--- config.mk ---
export PLATFORM = sky130hd
export DESIGN_NAME = framebuffer_rect_filler_flat
export DESIGN_NICKNAME = d
export VERILOG_FILES = /design/src/rtl/framebuffer_rect_filler_if.sv /design/src/rtl/framebuffer_rect_filler.sv /design/src/flat_wrapper.sv
export SDC_FILE = /design/constraint.sdc
export NUM_CORES = 1
export LEC_CHECK = 0
export BUFFER_PORTS_ARGS = -buffer_cell sky130_fd_sc_hd__buf_2
export CORE_UTILIZATION = 40
export CTS_CLUSTER_DIAMETER = 40
export DETAILED_ROUTE_END_ITERATION = 7
export PLACE_DENSITY_LB_ADDON = 0.2
export SLEW_MARGIN = 30
export SYNTH_ARGS = -nofsm -noshare
export SYNTH_HDL_FRONTEND = slang
export SYNTH_SLANG_ARGS = --single-unit
--- constraint.sdc ---
create_clock -name clk -period 4.07 [get_ports clk]
set_clock_uncertainty 0.15 [all_clocks]
set_input_delay 0.2035 -clock clk [delete_from_list [all_inputs] [get_ports clk]]
set_output_delay 0.2035 -clock clk [all_outputs]
set_load 0.03 [all_outputs]
--- src/rtl/framebuffer_rect_filler_if.sv ---
// Command and framebuffer-write bundle for the rectangle fill engine.
// cmdChecker exists only when RECT_FILL_CHECKER_EN is defined.
interface framebuffer_rect_filler_if;
  logic        cmdValid;
  logic        cmdReady;
  logic [6:0]  cmdX0;
  logic [6:0]  cmdY0;
  logic [7:0]  cmdWidth;
  logic [7:0]  cmdHeight;
  logic [2:0]  cmdColor;
`ifdef RECT_FILL_CHECKER_EN
  logic        cmdChecker;
`endif
  logic        write;
  logic [13:0] writeAddress;
  logic [2:0]  writeData;
  logic        busy;
  logic        done;

  // Command issuer side.
  modport master (
`ifdef RECT_FILL_CHECKER_EN
    output cmdChecker,
`endif
    output cmdValid, cmdX0, cmdY0, cmdWidth, cmdHeight, cmdColor,
    input  cmdReady, write, writeAddress, writeData, busy, done
  );

  // Fill engine side.
  modport slave (
`ifdef RECT_FILL_CHECKER_EN
    input  cmdChecker,
`endif
    input  cmdValid, cmdX0, cmdY0, cmdWidth, cmdHeight, cmdColor,
    output cmdReady, write, writeAddress, writeData, busy, done
  );
endinterface

--- src/rtl/framebuffer_rect_filler.sv ---
// Rectangle fill engine: one clipped, row-major framebuffer write per clock.
// Define RECT_FILL_CHECKER_EN to add a per-command checkerboard pattern option.
module framebuffer_rect_filler #(
  parameter int SCREEN_W = 128,
  parameter int SCREEN_H = 96
) (
  input logic clk,
  input logic reset,
  framebuffer_rect_filler_if.slave fb
);
  // state | meaning
  // IDLE  | no fill active; cmdReady high, commands accepted here
  // FILL  | one framebuffer write presented every cycle

  typedef enum logic {S_IDLE, S_FILL} state_t;

  localparam logic [8:0] W_LIM = 9'(SCREEN_W);
  localparam logic [8:0] H_LIM = 9'(SCREEN_H);

  state_t      state, state_n;
  logic [6:0]  x_cur, x_cur_n;
  logic [6:0]  y_cur, y_cur_n;
  logic [6:0]  x0_q, x0_n;
  logic [8:0]  x_end_q, x_end_n;
  logic [8:0]  y_end_q, y_end_n;
  logic [2:0]  color_q, color_n;
`ifdef RECT_FILL_CHECKER_EN
  logic        checker_q, checker_n;
`endif

  logic        write_q, write_n;
  logic        done_q, done_n;
  logic        busy_q, busy_n;
  logic [13:0] addr_q, addr_n;
  logic [2:0]  data_q, data_n;
  logic [2:0]  pix;

  logic        accept;
  logic        cmd_empty;
  logic [8:0]  x_sum, y_sum;
  logic [8:0]  x_clip, y_clip;
  logic        x_more, y_more;

  // Clip bounds are exclusive ends computed with 9-bit sums so nothing wraps.
  assign accept    = fb.cmdValid & ~busy_q;
  assign x_sum     = {2'b00, fb.cmdX0} + {1'b0, fb.cmdWidth};
  assign y_sum     = {2'b00, fb.cmdY0} + {1'b0, fb.cmdHeight};
  assign x_clip    = (x_sum > W_LIM) ? W_LIM : x_sum;
  assign y_clip    = (y_sum > H_LIM) ? H_LIM : y_sum;
  assign cmd_empty = (fb.cmdWidth == 8'd0) | (fb.cmdHeight == 8'd0) |
                     ({2'b00, fb.cmdY0} >= H_LIM);
  assign x_more    = ({2'b00, x_cur} + 9'd1) < x_end_q;
  assign y_more    = ({2'b00, y_cur} + 9'd1) < y_end_q;

  always_ff @(posedge clk) begin
    if (reset) begin
      state     <= S_IDLE;
      x_cur     <= '0;
      y_cur     <= '0;
      x0_q      <= '0;
      x_end_q   <= '0;
      y_end_q   <= '0;
      color_q   <= '0;
`ifdef RECT_FILL_CHECKER_EN
      checker_q <= 1'b0;
`endif
      write_q   <= 1'b0;
      done_q    <= 1'b0;
      busy_q    <= 1'b0;
      addr_q    <= '0;
      data_q    <= '0;
    end else begin
      state     <= state_n;
      x_cur     <= x_cur_n;
      y_cur     <= y_cur_n;
      x0_q      <= x0_n;
      x_end_q   <= x_end_n;
      y_end_q   <= y_end_n;
      color_q   <= color_n;
`ifdef RECT_FILL_CHECKER_EN
      checker_q <= checker_n;
`endif
      write_q   <= write_n;
      done_q    <= done_n;
      busy_q    <= busy_n;
      addr_q    <= addr_n;
      data_q    <= data_n;
    end
  end

  always_comb begin
    state_n   = state;
    x_cur_n   = x_cur;
    y_cur_n   = y_cur;
    x0_n      = x0_q;
    x_end_n   = x_end_q;
    y_end_n   = y_end_q;
    color_n   = color_q;
`ifdef RECT_FILL_CHECKER_EN
    checker_n = checker_q;
`endif
    write_n   = 1'b0;
    done_n    = 1'b0;

    case (state)
      S_IDLE: begin
        if (accept) begin
          x0_n      = fb.cmdX0;
          x_end_n   = x_clip;
          y_end_n   = y_clip;
          color_n   = fb.cmdColor;
`ifdef RECT_FILL_CHECKER_EN
          checker_n = fb.cmdChecker;
`endif
          if (cmd_empty) begin
            done_n = 1'b1;
          end else begin
            state_n = S_FILL;
            write_n = 1'b1;
            x_cur_n = fb.cmdX0;
            y_cur_n = fb.cmdY0;
          end
        end
      end
      S_FILL: begin
        if (x_more) begin
          x_cur_n = x_cur + 7'd1;
          write_n = 1'b1;
        end else if (y_more) begin
          x_cur_n = x0_q;
          y_cur_n = y_cur + 7'd1;
          write_n = 1'b1;
        end else begin
          state_n = S_IDLE;
          done_n  = 1'b1;
        end
      end
      default: state_n = S_IDLE;
    endcase

`ifdef RECT_FILL_CHECKER_EN
    pix = (checker_n && (x_cur_n[0] ^ y_cur_n[0])) ? ~color_n : color_n;
`else
    pix = color_n;
`endif

    // Address and data hold their last value between fills.
    busy_n = (state_n == S_FILL);
    addr_n = write_n ? {y_cur_n, x_cur_n} : addr_q;
    data_n = write_n ? pix : data_q;
  end

  assign fb.cmdReady     = ~busy_q;
  assign fb.write        = write_q;
  assign fb.writeAddress = addr_q;
  assign fb.writeData    = data_q;
  assign fb.busy         = busy_q;
  assign fb.done         = done_q;
endmodule

--- src/flat_wrapper.sv ---
// flat-port wrapper written by rule: the top's interface ports become plain ports
module framebuffer_rect_filler_flat 
#(
  parameter int SCREEN_W = 128,
  parameter int SCREEN_H = 96
)
  (clk, reset, fb_cmdValid, fb_cmdX0, fb_cmdY0, fb_cmdWidth, fb_cmdHeight, fb_cmdColor, fb_cmdReady, fb_write, fb_writeAddress, fb_writeData, fb_busy, fb_done);
  framebuffer_rect_filler_if fb_i ();
  input logic clk;
  input logic reset;
  input wire logic [$bits(fb_i.cmdValid)-1:0] fb_cmdValid;
  input wire logic [$bits(fb_i.cmdX0)-1:0] fb_cmdX0;
  input wire logic [$bits(fb_i.cmdY0)-1:0] fb_cmdY0;
  input wire logic [$bits(fb_i.cmdWidth)-1:0] fb_cmdWidth;
  input wire logic [$bits(fb_i.cmdHeight)-1:0] fb_cmdHeight;
  input wire logic [$bits(fb_i.cmdColor)-1:0] fb_cmdColor;
  output wire logic [$bits(fb_i.cmdReady)-1:0] fb_cmdReady;
  output wire logic [$bits(fb_i.write)-1:0] fb_write;
  output wire logic [$bits(fb_i.writeAddress)-1:0] fb_writeAddress;
  output wire logic [$bits(fb_i.writeData)-1:0] fb_writeData;
  output wire logic [$bits(fb_i.busy)-1:0] fb_busy;
  output wire logic [$bits(fb_i.done)-1:0] fb_done;
  assign fb_i.cmdValid = fb_cmdValid;
  assign fb_i.cmdX0 = fb_cmdX0;
  assign fb_i.cmdY0 = fb_cmdY0;
  assign fb_i.cmdWidth = fb_cmdWidth;
  assign fb_i.cmdHeight = fb_cmdHeight;
  assign fb_i.cmdColor = fb_cmdColor;
  assign fb_cmdReady = fb_i.cmdReady;
  assign fb_write = fb_i.write;
  assign fb_writeAddress = fb_i.writeAddress;
  assign fb_writeData = fb_i.writeData;
  assign fb_busy = fb_i.busy;
  assign fb_done = fb_i.done;
  framebuffer_rect_filler #(.SCREEN_W(SCREEN_W), .SCREEN_H(SCREEN_H)) u_core (.clk(clk), .reset(reset), .fb(fb_i));
endmodule
==> results by group <==
Clock network
  – Clk buf depth: 2
  – Clock sinks: 61
  – Post-CTS Resized: 0
  – Root buf cell: clkbuf_8
  – Hold buffer count at cts: 5
  – H-tree levels: 3
  – Clock buffer count from CTS: 9
  – Clk slew on worst S/H paths: 70 ps
  – Clk_lat worst skew: around 350 ps
  – Post-CTS Setup Bufs: 0
  – TritonCTS clock tree: done

Placed design
  – Placer Congestion: 0.835
  – Detailed Place HPWL: about 8000 um
  – I/O Buffers: 56
  – Post-Place Cells: approximately 660
  – Place WS: about 460 ps

Timing
  – WHS: around 7 ps
  – Max frequency: 273 MHz
  – RSZ-0062 raised after global routing: no
  – Final worst path period need: 3670 ps
  – Final Hold Viols: 0
  – Final Cycle Share: 90.1%
  – Worst slew pin tran: about 770 ps
  – Fin Setup TNS: 0 ps
  – Slew HR: 48.5%
  – Slew Viols, Final: 0
  – Final setup viols: 0
  – Setup slack after layout: between 400 and 500 ps

Synth
  – Yosys warns: 0
  – Post-synth ARST share: 0%
  – Sequential share of the synthesized area: 30.4%
  – Top area cells in the synthesized netlist: dfxtp_1 (30%), ha_1 (9.3%), a21oi_1 (5.4%), nand2_1 (4.3%), a211oi_1 (3.4%)
  – Syn_nets: 555
  – Post-Syn Area: 0.00402 mm2
  – Post-synth top area cell: dfxtp_1
  – Synth Area per Inst: 8.24 um2
  – Cells after Synth: 487
  – Number of enable flip-flop cells after synthesis: 0
  – Post-synth top flop: dfxtp_1
  – Yosys cell types: 65
  – Yosys reg bits: just over 60
  – Yosys top cell area share: 30.4%

Floorplanning
  – Io pins: 57
  – Die W: 102 um
  – Die area: approximately 0.010 mm2
  – FP Rows: 36
  – Starting density of the core: 41.3%
  – Core area: 0.00973 mm2
  – Die Span Y: 102 um

Min path
  – Hold Path Depth: 3
  – Worst Hold Class: in -> reg

Worst setup path
  – Critical Path RT: about 4100 ps
  – Worst Path Max Fanout: 9
  – Worst EP arrival: 3740 ps
  – Worst setup path class: reg -> reg
  – CP startpoint kind: flip-flop
  – Setup crit end kind: flip-flop
  – R2r worst-path depth: 12

Power and ir drop
  – VDD IR max: 0.285 mV
  – Logic pwr share: 38.6%
  – Overall power: 0.00218 W
  – Sw Ratio: between 30% and 40%
  – LEAKAGE: between 1.5 and 2 nW
  – Int Pwr: 0.00134 W
  – Clock power share: 27.9%
  – Flop pwr share: 33.5%
  – Net switching power: 0.000845 W
  – Power Density: 469 mW/mm2

Routing
  – TritonRoute pass-1 iters: 5
  – Remaining DRCs: 0
  – Via count: roughly 3800
  – WL per Instance: 16.1 um
  – Vias per cell: 5.63
  – Starting DRC count in detailed routing: 251
  – Drt total wl: 10900 um
  – Antenna Nets Post-Route: 0

Global route
  – Vias in the first global route: 3541
  – First-pass GRT wire length: about 18000 um
  – Largest net degree at the start of global routing: 40
  – Remaining Overflow, GRT: 0
  – Global Route Usage Sum: 22.0%
  – Initial antenna violation count: 0

Layout
  – Nets: 608
  – Share of layout cells above drive strength 1: about a fifth
  – # diodes: 0
  – Final non-filler cell total: between 600 and 700
  – Area growth from synthesis to layout: 16.0%

Flow run
  – Max-Cap Viols: 0

Outcome
  – Status: finished clean
power by group through the flow:
| stage | clock network, W | registers (W) | logic [W] |
|---|---|---|---|
| after floorplan | 0 | 0.000812 | 0.000558 |
| after global placement | 0 | 0.000744 | 0.000814 |
| after detailed placement | 0 | 0.000745 | 0.000829 |
| after CTS | 0.000619 | 0.000732 | 0.000838 |
| after global routing | 0.000648 | 0.000743 | 0.000927 |
| final | 0.000610 | 0.000732 | 0.000842 |
kinds of logic after synthesis:
| kind of cell | share of synthesized area (%) |
|---|---|
| compound gates | 28.2 |
| simple gates | 19.3 |
| flops | 30.4 |
| buf+inv | 6.20 |
| fa+ha+maj | 10.3 |
| xor+xnor | 3.49 |
| mux | 2.09 |
Yosys cell counts (2+ instances only):
cell / instances
xor2_1: 7
o21bai_1: 2
buf_2: 7
nor4_1: 8
o21ai_1: 12
and3b_1: 2
ha_1: 30
dfxtp_1: 61
and2_1: 3
o31a_1: 8
a22o_1: 6
nor3b_1: 3
o21a_1: 3
and3_1: 13
o31ai_1: 3
buf_6: 4
a211oi_1: 18
xnor2_1: 9
o32ai_2: 2
a211oi_2: 3
nor2_1: 31
a311oi_2: 5
nand3b_1: 3
mux2i_1: 5
or3_1: 2
a2111o_1: 2
a21oi_1: 43
nor3_1: 17
a31oi_1: 9
o32ai_1: 3
nor2b_1: 6
nand3_1: 6
nand2_1: 46
a21o_1: 6
inv_1: 27
o21ai_0: 20
or2_2: 5
nand2b_1: 3
clkbuf_1: 15
mux2_2: 3
fa_1: 2
sequential cells by signal, indices dropped and copies added, names as in the netlist:
name	count
u_core.color_q	3
u_core.fb.done	1
u_core.fb.writeAddress	14
u_core.fb.writeData	3
u_core.state	1
u_core.x0_q	7
u_core.x_cur	7
u_core.x_end_q	9
u_core.y_cur	7
u_core.y_end_q	9
cell type report:
| type | count | area (um2) |
|---|---|---|
| clock inverters | 6 | 86.3 |
| multi-input cells | 371 | 2540 |
| inverters | 27 | 101 |
| well taps | 133 | 166 |
| flip-flops and latches | 61 | 1220 |
| clock buffers | 10 | 138 |
| repair buffers | 70 | 398 |
| fillers | 1002 | 5070 |
path summary, 6_finish.rpt:
| path | startpoint | slack (ps) | end |
|---|---|---|---|
| max | u_core.y_cur[0] | 400 | u_core.fb.writeAddress[8] |
| min | fb_cmdColor[1] | 7 | u_core.color_q[1] |
| max reg2reg | u_core.y_cur[0] | 400 | u_core.fb.writeAddress[8] |
| min reg2reg | u_core.x_end_q[1] | 300 | u_core.x_end_q[1] |
cell usage in the layout, fill, tap and decap left out, drive strengths merged, types with 8 or more instances in the layout:
cell type	count
a211oi	21
a21oi	44
a31oi	9
and3	13
buf	65
clkbuf	10
dfxtp	61
ha	30
inv	27
nand2	46
nor2	31
nor3	17
nor4	9
o21ai	32
o31a	8
xnor2	9
metrics by stage:
stage / utilization, % / cell area [um2]
4_1_cts: 47.9 / 4660
5_1_grt: 47.9 / 4660
3_5_place_dp: 45.0 / 4380
3_3_place_gp: 45.0 / 4380
6_report: 47.9 / 4660
2_1_floorplan: - / 4020
per-layer routing:
metal	up-vias	track usage [%]	part of all wire (%)
li1	1901	-	-
met1	1786	31.0	50
met2	119	33.4	43
met3	14	3.63	5.3
met4	0	9.12	1.7
met5	-	0	0
critical path, stage by stage, from the launching register on:
cell and delay [ps]:
dfxtp_1 430, ha_1 270, nand3_1 170, or2_2 370, xnor2_1 140, ha_1 310
a211oi_1 210, a2bb2oi_1 230, o21ai_1 300, buf_4 260, o311a_1 320, a211oi_1 290
a21oi_1 110
Note: power is estimated with default switching activity, not from simulation.
